[src/rtl/la_rstseq_pkg.sv]
// ------------------------------------------------------------------
// la_rstseq_pkg : state encodings and sizing helpers for la_rstseq
// Rev 1.0
// ------------------------------------------------------------------
`default_nettype none

package la_rstseq_pkg;

   typedef logic [1:0] state_t;

   localparam logic [1:0] ST_IDLE = 2'd0;
   localparam logic [1:0] ST_UP   = 2'd1;
   localparam logic [1:0] ST_ON   = 2'd2;
   localparam logic [1:0] ST_DOWN = 2'd3;

   // lvl must hold 0..N inclusive
   function automatic int lvl_width(input int n);
      return (n < 1) ? 1 : $clog2(n + 1);
   endfunction

endpackage

`default_nettype wire

[src/rtl/la_rsync.sv]
// ------------------------------------------------------------------
// la_rsync : reset synchronizer, asserts async and releases sync
// Rev 1.0
// ------------------------------------------------------------------
`default_nettype none

module la_rsync #(
   parameter int SYNC = 2,
   parameter     PROP = "DEFAULT"
) (
   input  logic clk,
   input  logic nrst_in,
   output logic nrst_out
);

   logic [SYNC-1:0] sync_q;

   always_ff @(posedge clk or negedge nrst_in) begin
      if (!nrst_in) begin
         sync_q <= '0;
      end else begin
         sync_q <= {sync_q[SYNC-2:0], 1'b1};
      end
   end

   assign nrst_out = sync_q[SYNC-1];

endmodule

`default_nettype wire

[src/rtl/la_rstseq.sv]
// ------------------------------------------------------------------
// la_rstseq : staged reset sequencer for N async-reset domains
// Rev 1.0
// ------------------------------------------------------------------
`default_nettype none

module la_rstseq
   import la_rstseq_pkg::*;
#(
   parameter int N    = 4,
   parameter int CW   = 8,
   parameter int SYNC = 2,
   parameter     PROP = "DEFAULT"
) (
   input  logic          clk,
   input  logic          nreset,
   input  logic          en,
   input  logic          req_off,
   input  logic [CW-1:0] delay,
   output logic [N-1:0]  nrst_out,
   output logic          busy,
   output logic          done
);

   localparam int            LW      = lvl_width(N);
   localparam logic [LW-1:0] LVL_MAX = LW'(N);

   logic          rst_s;
   state_t        state, state_nxt;
   logic [LW-1:0] lvl, lvl_nxt;
   logic [CW-1:0] timer, timer_nxt;
   logic [CW-1:0] dly_q, dly_nxt;
   logic [N-1:0]  nrst_nxt;
   logic          step;

   la_rsync #(
      .SYNC (SYNC),
      .PROP (PROP)
   ) u_rsync (
      .clk      (clk),
      .nrst_in  (nreset),
      .nrst_out (rst_s)
   );

   assign step = (timer == dly_q);

   always_comb begin
      state_nxt = state;
      lvl_nxt   = lvl;
      timer_nxt = timer;
      dly_nxt   = dly_q;
      case (state)
         ST_IDLE: begin
            if (en && !req_off) begin
               state_nxt = ST_UP;
               dly_nxt   = delay;
               timer_nxt = '0;
            end
         end
         ST_UP: begin
            // shutdown request wins over a step due on the same edge
            if (req_off) begin
               state_nxt = ST_DOWN;
               dly_nxt   = delay;
               timer_nxt = '0;
            end else if (en) begin
               if (step) begin
                  lvl_nxt   = lvl + LW'(1);
                  timer_nxt = '0;
                  if (lvl_nxt == LVL_MAX) begin
                     state_nxt = ST_ON;
                  end
               end else begin
                  timer_nxt = timer + CW'(1);
               end
            end
         end
         ST_ON: begin
            if (req_off) begin
               state_nxt = ST_DOWN;
               dly_nxt   = delay;
               timer_nxt = '0;
            end
         end
         default: begin
            if (lvl == '0) begin
               state_nxt = ST_IDLE;
            end else if (step) begin
               lvl_nxt   = lvl - LW'(1);
               timer_nxt = '0;
               if (lvl_nxt == '0) begin
                  state_nxt = ST_IDLE;
               end
            end else begin
               timer_nxt = timer + CW'(1);
            end
         end
      endcase
   end

   // outputs decode the next level so a step appears on the edge it occurs
   for (genvar i = 0; i < N; i++) begin : g_dec
      assign nrst_nxt[i] = (LW'(i) < lvl_nxt);
   end

   always_ff @(posedge clk or negedge nreset) begin
      if (!nreset) begin
         state    <= ST_IDLE;
         lvl      <= '0;
         timer    <= '0;
         dly_q    <= '0;
         nrst_out <= '0;
         busy     <= 1'b0;
         done     <= 1'b0;
      end else if (rst_s) begin
         state    <= state_nxt;
         lvl      <= lvl_nxt;
         timer    <= timer_nxt;
         dly_q    <= dly_nxt;
         nrst_out <= nrst_nxt;
         busy     <= (state_nxt == ST_UP) || (state_nxt == ST_DOWN);
         done     <= (state_nxt == ST_ON);
      end
   end

endmodule

`default_nettype wire
[config.mk]
export PLATFORM = sky130hd
export DESIGN_NAME = la_rstseq
export DESIGN_NICKNAME = d
export VERILOG_FILES = /design/src/rtl/la_rstseq_pkg.sv /design/src/rtl/la_rsync.sv /design/src/rtl/la_rstseq.sv
export SDC_FILE = /design/constraint.sdc
export NUM_CORES = 1
export LEC_CHECK = 0
export ABC_CLOCK_PERIOD_IN_PS = 5000
export CAP_MARGIN = 20
export CORE_ASPECT_RATIO = 1.2
export CORE_MARGIN = 10
export CORE_UTILIZATION = 45
export DETAILED_ROUTE_END_ITERATION = 6
export PLACE_DENSITY = 0.66
export SETUP_SLACK_MARGIN = 0.5
export SYNTH_ARGS = -nofsm -noshare
export SYNTH_HDL_FRONTEND = slang
export SYNTH_SLANG_ARGS = --single-unit
[constraint.sdc]
create_clock -name clk -period 5 [get_ports clk]
set_input_delay 0.5 -clock clk [delete_from_list [all_inputs] [get_ports clk]]
set_output_delay 0.5 -clock clk [all_outputs]
set_load 0.05 [all_outputs]
==> results.txt, run 1 <==
Status = finished clean
Clock network power share = 0.114
TNS Setup = 0 ns
Final setup vio count = 0
Pre-CTS setup slack = 2.50 ns
Drt drc = 0
Switching Fraction = 0.450
Peak VDD IR = 0.278 mV
Top-level I/O count = 18
Setup slack, reg-to-reg = 2.61 ns
Number of synthesized flops with an enable pin = 0
Crit path launch type = flip-flop
Leakage = 0.802 nW
R2R cell count = 8
N_diodes = 0
Vias per cell = 5.51
Fmax = 419 MHz
Min Hold Slack = 0.355 ns
Commonest non-fill, non-tap cells in the layout = dfrtp_1, clkdlybuf4s50_1, o21ai_0
Hold depth = 0
Drt wl/cell = 14.9 µm
Total die area = 6620 µm²
Routed Antenna Nets = 0
Worst skew pair latency = 0.27 ns
Row cnt = 24
CTS Buffer Depth = 2
Grt ovf = 0
Core Box Area = 3630 µm²
Initial DRC Count = 58
Mapped Area = 1690 µm²
Initial Util = 0.466
MaxCap Viol Count = 0
Yosys top cell area share = 0.399
CTS root buffer = clkbuf_8
RSZ-0062 raised after global routing = no
Most common cell after layout, fill and taps aside = dfrtp_1
Comb pwr share = 0.544
Vias in the first global route = 1350
Setup Skew = 0.00653 ns
Cell Pwr Density = 547 nW/µm²
Pint = 0.000586 W
Global routing met3 resource utilization = 0.0176
Layout cells sized above 1 = 0.114
Yosys warns = 0
Tmin final = 2.39 ns
Syn_nets = 199
Synthesized area per cell = 9.56 µm²
Vias = 1351
HPWL Detailed = 2.82 mm
Area leader, netlist = dfrtp_1
Reg power frac = 0.342
Layout area overhead = 15.4%
Final nets = 216
Worst r2r dst = done$_DFFE_PN0P_
Synth Flop Type = dfrtp_1
First-pass GRT wire length = 6.13 mm
GRT Util Overall = 0.109
CTS tree = built
Ranking of synthesized cells by area = dfrtp_1, ha_1, mux2_2
Relative max-transition margin = 0.607
Yosys reg bits = 27
Asr flop ratio synth = 1.00
I/O Buffers = 17
Chip Height = 87.2 µm
GRT met1 Usage = 0.123
Seq/Total Area, Yosys = 0.399
Most used routing layer = met2
Final Hold Vio Count = 0
CP required = 5.16 ns
CTS Hold Bufs = 0
Gate Count Post-Synth = 177
Critical path origin = state[1]$_DFFE_PN0P_
Period utilization = 0.478
WL final = 3.65 mm
Worst-Margin Slew = 0.590 ns
Post-CTS Setup Bufs = 0
Final WS setup = 2.61 ns
P_sw = 0.000481 W
Netlist cell types = 46
CTS Sinks = 27
CP endpoint kind = flip-flop
Crit-path max FO = 14
Routability Congestion = 0.964
Chip width = 76.0 µm
Slew Limit Fails = 0
Initial antenna violation count = 0
First-pass DRT Iterations = 4
Kind of critical path = flip-flop to flip-flop
Clock transition at path regs = 0.09 ns
H-tree levels = 1
Reg-to-Reg Start = state[1]$_DFFE_PN0P_
Met2 Usage GRT = 0.197
Crit path to = done$_DFFE_PN0P_
HP Class = flip-flop to flip-flop
# resized after CTS = 0
Pin count of the biggest net entering global routing = 28
Num CTS Buffers = 3
Worst Path Arrival = 2.55 ns
[cell usage after synthesis, drive strengths merged (2+ instances only)]
cell type   n
a41oi       2
nor2       14
ha         10
nand3       6
clkbuf      2
nor3        3
nand2      12
o21ai      17
buf         4
nor2b       3
xnor2       9
nand2b      5
o31ai       4
a21o        2
nand4       2
dfrtp      27
a21oi      12
and3        3
mux2        8
inv         9
nor4        2
o211ai      2
nor3b       2
[metal layers]
metal	vias to the layer above	share of wire
met2	21	0.51
met4	0	0.018
met1	658	0.45
met3	7	0.026
li1	665	-
met5	-	0
[worst min path at each step]
stage,startpoint,to
finish,u_rsync.sync_q[0]$_DFF_PN0_,u_rsync.sync_q[1]$_DFF_PN0_
global route,u_rsync.sync_q[0]$_DFF_PN0_,u_rsync.sync_q[1]$_DFF_PN0_
CTS,u_rsync.sync_q[0]$_DFF_PN0_,u_rsync.sync_q[1]$_DFF_PN0_
detailed placement,u_rsync.sync_q[0]$_DFF_PN0_,u_rsync.sync_q[1]$_DFF_PN0_
global placement,u_rsync.sync_q[0]$_DFF_PN0_,u_rsync.sync_q[1]$_DFF_PN0_
floorplan,nreset,busy$_DFFE_PN0P_
[registers in the layout (all words and copies together), names as in the netlist]
name,cells
done,1
dly_q,8
lvl,2
busy,1
nrst_out,4
state,1
timer,8
u_rsync.sync_q,2
[metrics by stage]
stage | utilization | cell area (µm²) | cells | power (W)
after CTS | 0.537 | 1950 | 245 | 0.00108
after floorplan | - | 1690 | 177 | 0.000798
after detailed placement | 0.524 | 1910 | 241 | 0.000949
after global placement | 0.524 | 1910 | 241 | 0.000927
after global routing | 0.537 | 1950 | 245 | 0.00115
final | 0.537 | 1950 | 245 | 0.00107
[cell type report]
| class | instances | area [µm²] |
|---|---|---|
| clock inverter | 1 | 5.00 |
| multi-input combinational | 135 | 953 |
| sequential | 27 | 676 |
| tap | 52 | 65.1 |
| timing repair buffer | 18 | 178 |
| clock buffer | 3 | 41.3 |
| inverter | 9 | 33.8 |
| fill | 348 | 1680 |
[worst max-delay path, cell delays in order, from the launching register on]
cell	delay (ns)
dfrtp_1	0.47
inv_1	0.10
ha_1	0.35
or4b_1	0.57
a21oi_1	0.16
a21oi_1	0.06
a41oi_1	0.20
nor3_1	0.10
a32o_1	0.27
[logic make-up (layout without fill, tap and decap cells)]
logic type,after synthesis,in the layout,synth area share
AOI/OAI and AO/OA,48,48,0.190
xor gates and xnor gates,9,9,0.0466
adders and majority gates,10,10,0.0740
buffers and inverters,15,31,0.0370
DFF,27,27,0.399
muxes,9,9,0.0592
other,1,1,0.00222
and+or+nand+nor,58,58,0.192
[power by group through the flow]
| stage | clock (W) | combinational (W) | sequential, W |
|---|---|---|---|
| global placement | 0 | 0.000561 | 0.000366 |
| global route | 0.000136 | 0.000635 | 0.000376 |
| detailed placement | 0 | 0.000579 | 0.000370 |
| CTS | 0.000128 | 0.000582 | 0.000365 |
| floorplan | 0 | 0.000390 | 0.000408 |
| finish | 0.000122 | 0.000580 | 0.000365 |
No activity file was read; power rests on OpenSTA's default activity.
==> inputs of run 2 (changes only) <==
Settings changed: ABC_CLOCK_PERIOD_IN_PS 5000 to 2150, PLACE_DENSITY 0.66 to 0.68.
Clock period 5 ns to 2.15 ns, I/O delays scaled along.
==> results.txt, run 2 (synthesis results as in run 1) <==
Status = finished clean
Final nets = 247
Register area = 686 µm²
Worst path bufs/invs = 1
Period utilization = 0.952
Multi-input logic area = 1260 µm²
Final Hold Vio Count = 0
Total die area = 6620 µm²
CTS root buffer = clkbuf_8
Kind of critical path = flip-flop to flip-flop
First-pass GRT wire length = 7.82 mm
Chip Height = 87.2 µm
Commonest non-fill, non-tap cells in the layout = buf_4, dfrtp_1, nand2_1, o21ai_1
Final setup vio count = 0
Slew Limit Fails = 0
Initial antenna violation count = 0
GRT Util Overall = 0.141
Row cnt = 24
Worst r2r dst = done$_DFFE_PN0P_
First-pass DRT Iterations = 4
Delay-heaviest family, CP = simple AND/OR/NAND/NOR gates
Chip width = 76.0 µm
H-tree levels = 1
CP required = 2.31 ns
Overall power = 0.00336 W
Pin count of the biggest net entering global routing = 19
Crit path launch type = flip-flop
Worst skew pair latency = 0.27 ns
Crit path cell chain = buf_12 > ha_4 > or4b_4 > a21oi_2 > a21oi_2 > a41oi_2 > nor3_2 > a32o_1
R2R cell count = 8
Leakage = 1.09 nW
Cell Pwr Density = 1310 nW/µm²
WL final = 4.63 mm
Setup slack, reg-to-reg = 0.10 ns
N_diodes = 0
HP Class = input pin to asynchronous set/reset pin
HPWL Detailed = 3.03 mm
Crit-path max FO = 4
MaxCap Viol Count = 0
Relative max-transition margin = 0.658
CP dominant cell by count = a21oi_2
I/O Buffers = 17
Most common cell after layout, fill and taps aside = buf_4
CP endpoint kind = flip-flop
Vias = 1510
Fmax = 488 MHz
Final Util = 0.708
CTS Sinks = 27
Final WS setup = 0.103 ns
Worst Path Arrival = 2.21 ns
Layout area overhead = 52.1%
Peak VDD IR = 0.766 mV
Initial Util = 0.466
Drt drc = 0
Slowest-stage cell, CP = or4b_4
Layout cells sized above 1 = 0.451
Biggest regs = dly_q x8, timer x8, nrst_out x4
Drt wl/cell = 16.8 µm
Initial DRC Count = 81
CTS tree = built
TNS Setup = 0 ns
Worst-Margin Slew = 0.512 ns
Pre-CTS setup slack = 0.0198 ns
Crit path depth = 8
Clock transition at path regs = 0.09 ns
Reg-to-Reg Start = state[1]$_DFFE_PN0P_
Tmin final = 2.05 ns
Setup Skew = 0.00265 ns
Largest stage delay on the critical path = 0.54 ns
Routability Congestion = 0.824
RSZ-0062 raised after global routing = yes
Vias per cell = 5.47
Grt ovf = 0
Vias in the first global route = 1574
Core Box Area = 3630 µm²
Fill cell count = 261
Top-level I/O count = 18
CTS Buffer Depth = 2
Num CTS Buffers = 3
Routed Antenna Nets = 0
-- run 2: metrics by stage --
stage	hold WS (ns)	cells	instance area [µm²]
after detailed placement	0.341	249	2110
final	0.244	276	2570
after global placement	0.334	249	2110
after global routing	0.279	276	2570
after floorplan	-0.0806	177	1810
after CTS	0.252	270	2380
-- run 2: cell type report --
type,count,share of cell area
Timing Repair Buffer,49,0.188
Multi-Input combinational cell,135,0.489
Inverter,9,0.0141
Clock buffer,4,0.0175
Tap cell,52,0.0253
Sequential cell,27,0.266
-- run 2: worst max path at each step --
stage	startpoint	end
after floorplan	busy$_DFFE_PN0P_	done$_DFFE_PN0P_
after global placement	en	nrst_out[2]$_DFFE_PN0P_
after detailed placement	en	nrst_out[2]$_DFFE_PN0P_
after CTS	busy$_DFFE_PN0P_	done$_DFFE_PN0P_
after global routing	busy$_DFFE_PN0P_	done$_DFFE_PN0P_
final	state[1]$_DFFE_PN0P_	done$_DFFE_PN0P_
-- run 2: power breakdown --
| group | switching (W) | total [W] | internal, W |
|---|---|---|---|
| clock network | 0.000152 | 0.000285 | 0.000133 |
| registers | 0.000195 | 0.000884 | 0.000689 |
| logic | 0.00110 | 0.00219 | 0.00109 |
| total | 0.00145 | 0.00336 | 0.00191 |
-- run 2: worst register-to-register path, delay by kind of cell, from the launching register on --
kind	cells	cell delay, ns
flip-flops	1	0.46
AND/OR/NAND/NOR	2	0.61
buffers and inverters	1	0.14
AO/OA/AOI/OAI	4	0.60
adder cells (fa/ha/maj)	1	0.15
-- run 2: layer usage --
layer  global-route usage  vias to the layer above  part of all wire
met1                0.167                      747              0.42
met4               0.0310                        0            0.0058
li1                     -                      729                 -
met3               0.0217                        4             0.025
met2                0.260                       30              0.55
met5                    0                        -                 0
-- run 2: timing repair --
item                                    in CTS  in global routing
buffers inserted                            17                  6
resized for setup                           35                 34
pin swaps                                   16                 11
hold buffers                                 0                  0
endpoints found under the setup margin      30                 26
==> inputs of run 3 (changes only) <==
Settings changed: CTS_BUF_LIST from default to sky130_fd_sc_hd__clkbuf_8, TNS_END_PERCENT from default to 20.
==> results.txt, run 3 (synthesis results as in run 1) <==
Pin count of the biggest net entering global routing = 28
Kind of critical path = flip-flop to flip-flop
Chip Height = 87.2 µm
First-pass DRT Iterations = 4
Clock transition at path regs = 0.10 ns
Routability Congestion = 0.896
CTS Hold Bufs = 0
Crit path depth = 7
Final WS setup = 0.114 ns
Grt ovf = 0
Biggest regs = dly_q x8, timer x8, nrst_out x4
Worst Path Arrival = 2.20 ns
Routed Antenna Nets = 0
CTS Buffer Depth = 2
Vias per cell = 5.37
Worst-Margin Slew = 0.528 ns
Most used routing layer = met2
Met2 Usage GRT = 0.234
Slew Limit Fails = 0
Pint = 0.00171 W
Global routing met3 resource utilization = 0.0279
HPWL Detailed = 2.94 mm
RSZ-0062 raised after global routing = yes
R2R cell count = 7
Placed cells = 248
Commonest non-fill, non-tap cells in the layout = buf_4, dfrtp_1, clkdlybuf4s50_1
Final setup vio count = 0
Slowest-stage cell, CP = dfrtp_4
Final Hold Vio Count = 0
Worst skew pair latency = 0.27 ns
Peak VDD IR = 0.661 mV
Cell Pwr Density = 1290 nW/µm²
GRT Util Overall = 0.124
Fin cells = 270
MaxCap Viol Count = 0
Comb pwr share = 0.616
TNS Setup = 0 ns
I/O Buffers = 17
Fmax = 491 MHz
WL final = 4.13 mm
Overall power = 0.00302 W
Layout cells sized above 1 = 0.339
Layout area overhead = 38.6%
Row cnt = 24
Critical path origin = busy$_DFFE_PN0P_
Chip width = 76.0 µm
Reg power frac = 0.289
CP required = 2.31 ns
N_diodes = 0
CP endpoint kind = flip-flop
Delay-heaviest family, CP = compound AO/OA/AOI/OAI gates
Crit path to = done$_DFFE_PN0P_
Relative max-transition margin = 0.647
Drt wl/cell = 15.3 µm
Initial DRC Count = 65
Core Box Area = 3630 µm²
Initial antenna violation count = 0
Tmin final = 2.04 ns
Vias in the first global route = 1469
Worst r2r dst = done$_DFFE_PN0P_
Total die area = 6620 µm²
Crit path launch type = flip-flop
P_sw = 0.00131 W
CTS Sinks = 27
Num CTS Buffers = 3
GRT met1 Usage = 0.131
CTS tree = built
Switching Fraction = 0.435
Leakage = 0.971 nW
Final nets = 241
Largest stage delay on the critical path = 0.55 ns
Reg-to-Reg Start = busy$_DFFE_PN0P_
Period utilization = 0.947
Setup Skew = 0.0109 ns
Worst path bufs/invs = 0
HP Class = input pin to asynchronous set/reset pin
Crit-path max FO = 6
Crit path cell chain = ha_4 > or4b_1 > a21oi_1 > a21oi_1 > a41oi_1 > nor3_1 > a32o_1
CTS root buffer = clkbuf_8
Drt drc = 0
Most common cell after layout, fill and taps aside = buf_4
Fill cell count = 273
Initial Util = 0.466
Setup slack, reg-to-reg = 0.11 ns
CP dominant cell by count = a21oi_1
Vias = 1449
Min Hold Slack = 0.302 ns
H-tree levels = 1
Pre-CTS setup slack = 0.0519 ns
Top-level I/O count = 18
First-pass GRT wire length = 6.89 mm
Clock network power share = 0.095
Status = finished clean
## run 3: layout make-up
cell class / instances / area, µm² / share of cell area
Tap cell: 52 / 65.1 / 0.0277
Clock inverter: 1 / 5.00 / 0.00213
Inverter: 9 / 36.3 / 0.0155
Multi-Input combinational cell: 135 / 1140 / 0.487
Sequential cell: 27 / 683 / 0.291
Timing Repair Buffer: 43 / 373 / 0.159
Clock buffer: 3 / 41.3 / 0.0176
## run 3: worst register-to-register path: stages, from the launching register on
cell	delay [ns]
dfrtp_4	0.55
ha_4	0.20
or4b_1	0.50
a21oi_1	0.15
a21oi_1	0.06
a41oi_1	0.17
nor3_1	0.08
a32o_1	0.23
## run 3: power groups by stage
| stage | Combinational (W) | Sequential [W] | Clock [W] |
|---|---|---|---|
| finish | 0.00186 | 0.000874 | 0.000286 |
| global route | 0.00202 | 0.000898 | 0.000322 |
| CTS | 0.00177 | 0.000866 | 0.000296 |
| detailed placement | 0.00150 | 0.000883 | 0 |
| global placement | 0.00147 | 0.000872 | 0 |
| floorplan | 0.000991 | 0.000977 | 0 |
## run 3: layer usage
metal	wire length, µm	up-vias
li1	-	720
met5	0	-
met2	2220	24
met3	136	4
met4	55	0
met1	1710	701
## run 3: how the worst min path moves through the flow
stage                                      startpoint                           to  slack, ns
after global placement    u_rsync.sync_q[0]$_DFF_PN0_  u_rsync.sync_q[1]$_DFF_PN0_       0.33
after floorplan                                nreset         dly_q[0]$_DFFE_PN0P_      -0.08
after CTS                                      nreset      nrst_out[3]$_DFFE_PN0P_       0.32
final                                          nreset           lvl[1]$_DFFE_PN0P_       0.30
after global routing                           nreset           lvl[1]$_DFFE_PN0P_       0.31
after detailed placement  u_rsync.sync_q[0]$_DFF_PN0_  u_rsync.sync_q[1]$_DFF_PN0_       0.34
## run 3: timing repair
action / in CTS / in global routing
pin swaps: 10 / 7
setup endpoints to repair: 31 / 31
resized for setup: 19 / 8
setup buffers: 15 / 3
gates cloned: 0 / 0
## run 3: per-stage QoR
step                area [µm²]   util
global route              2340  0.645
finish                    2340  0.645
floorplan                 1770      -
global placement          2040  0.560
detailed placement        2040  0.560
CTS                       2280  0.628
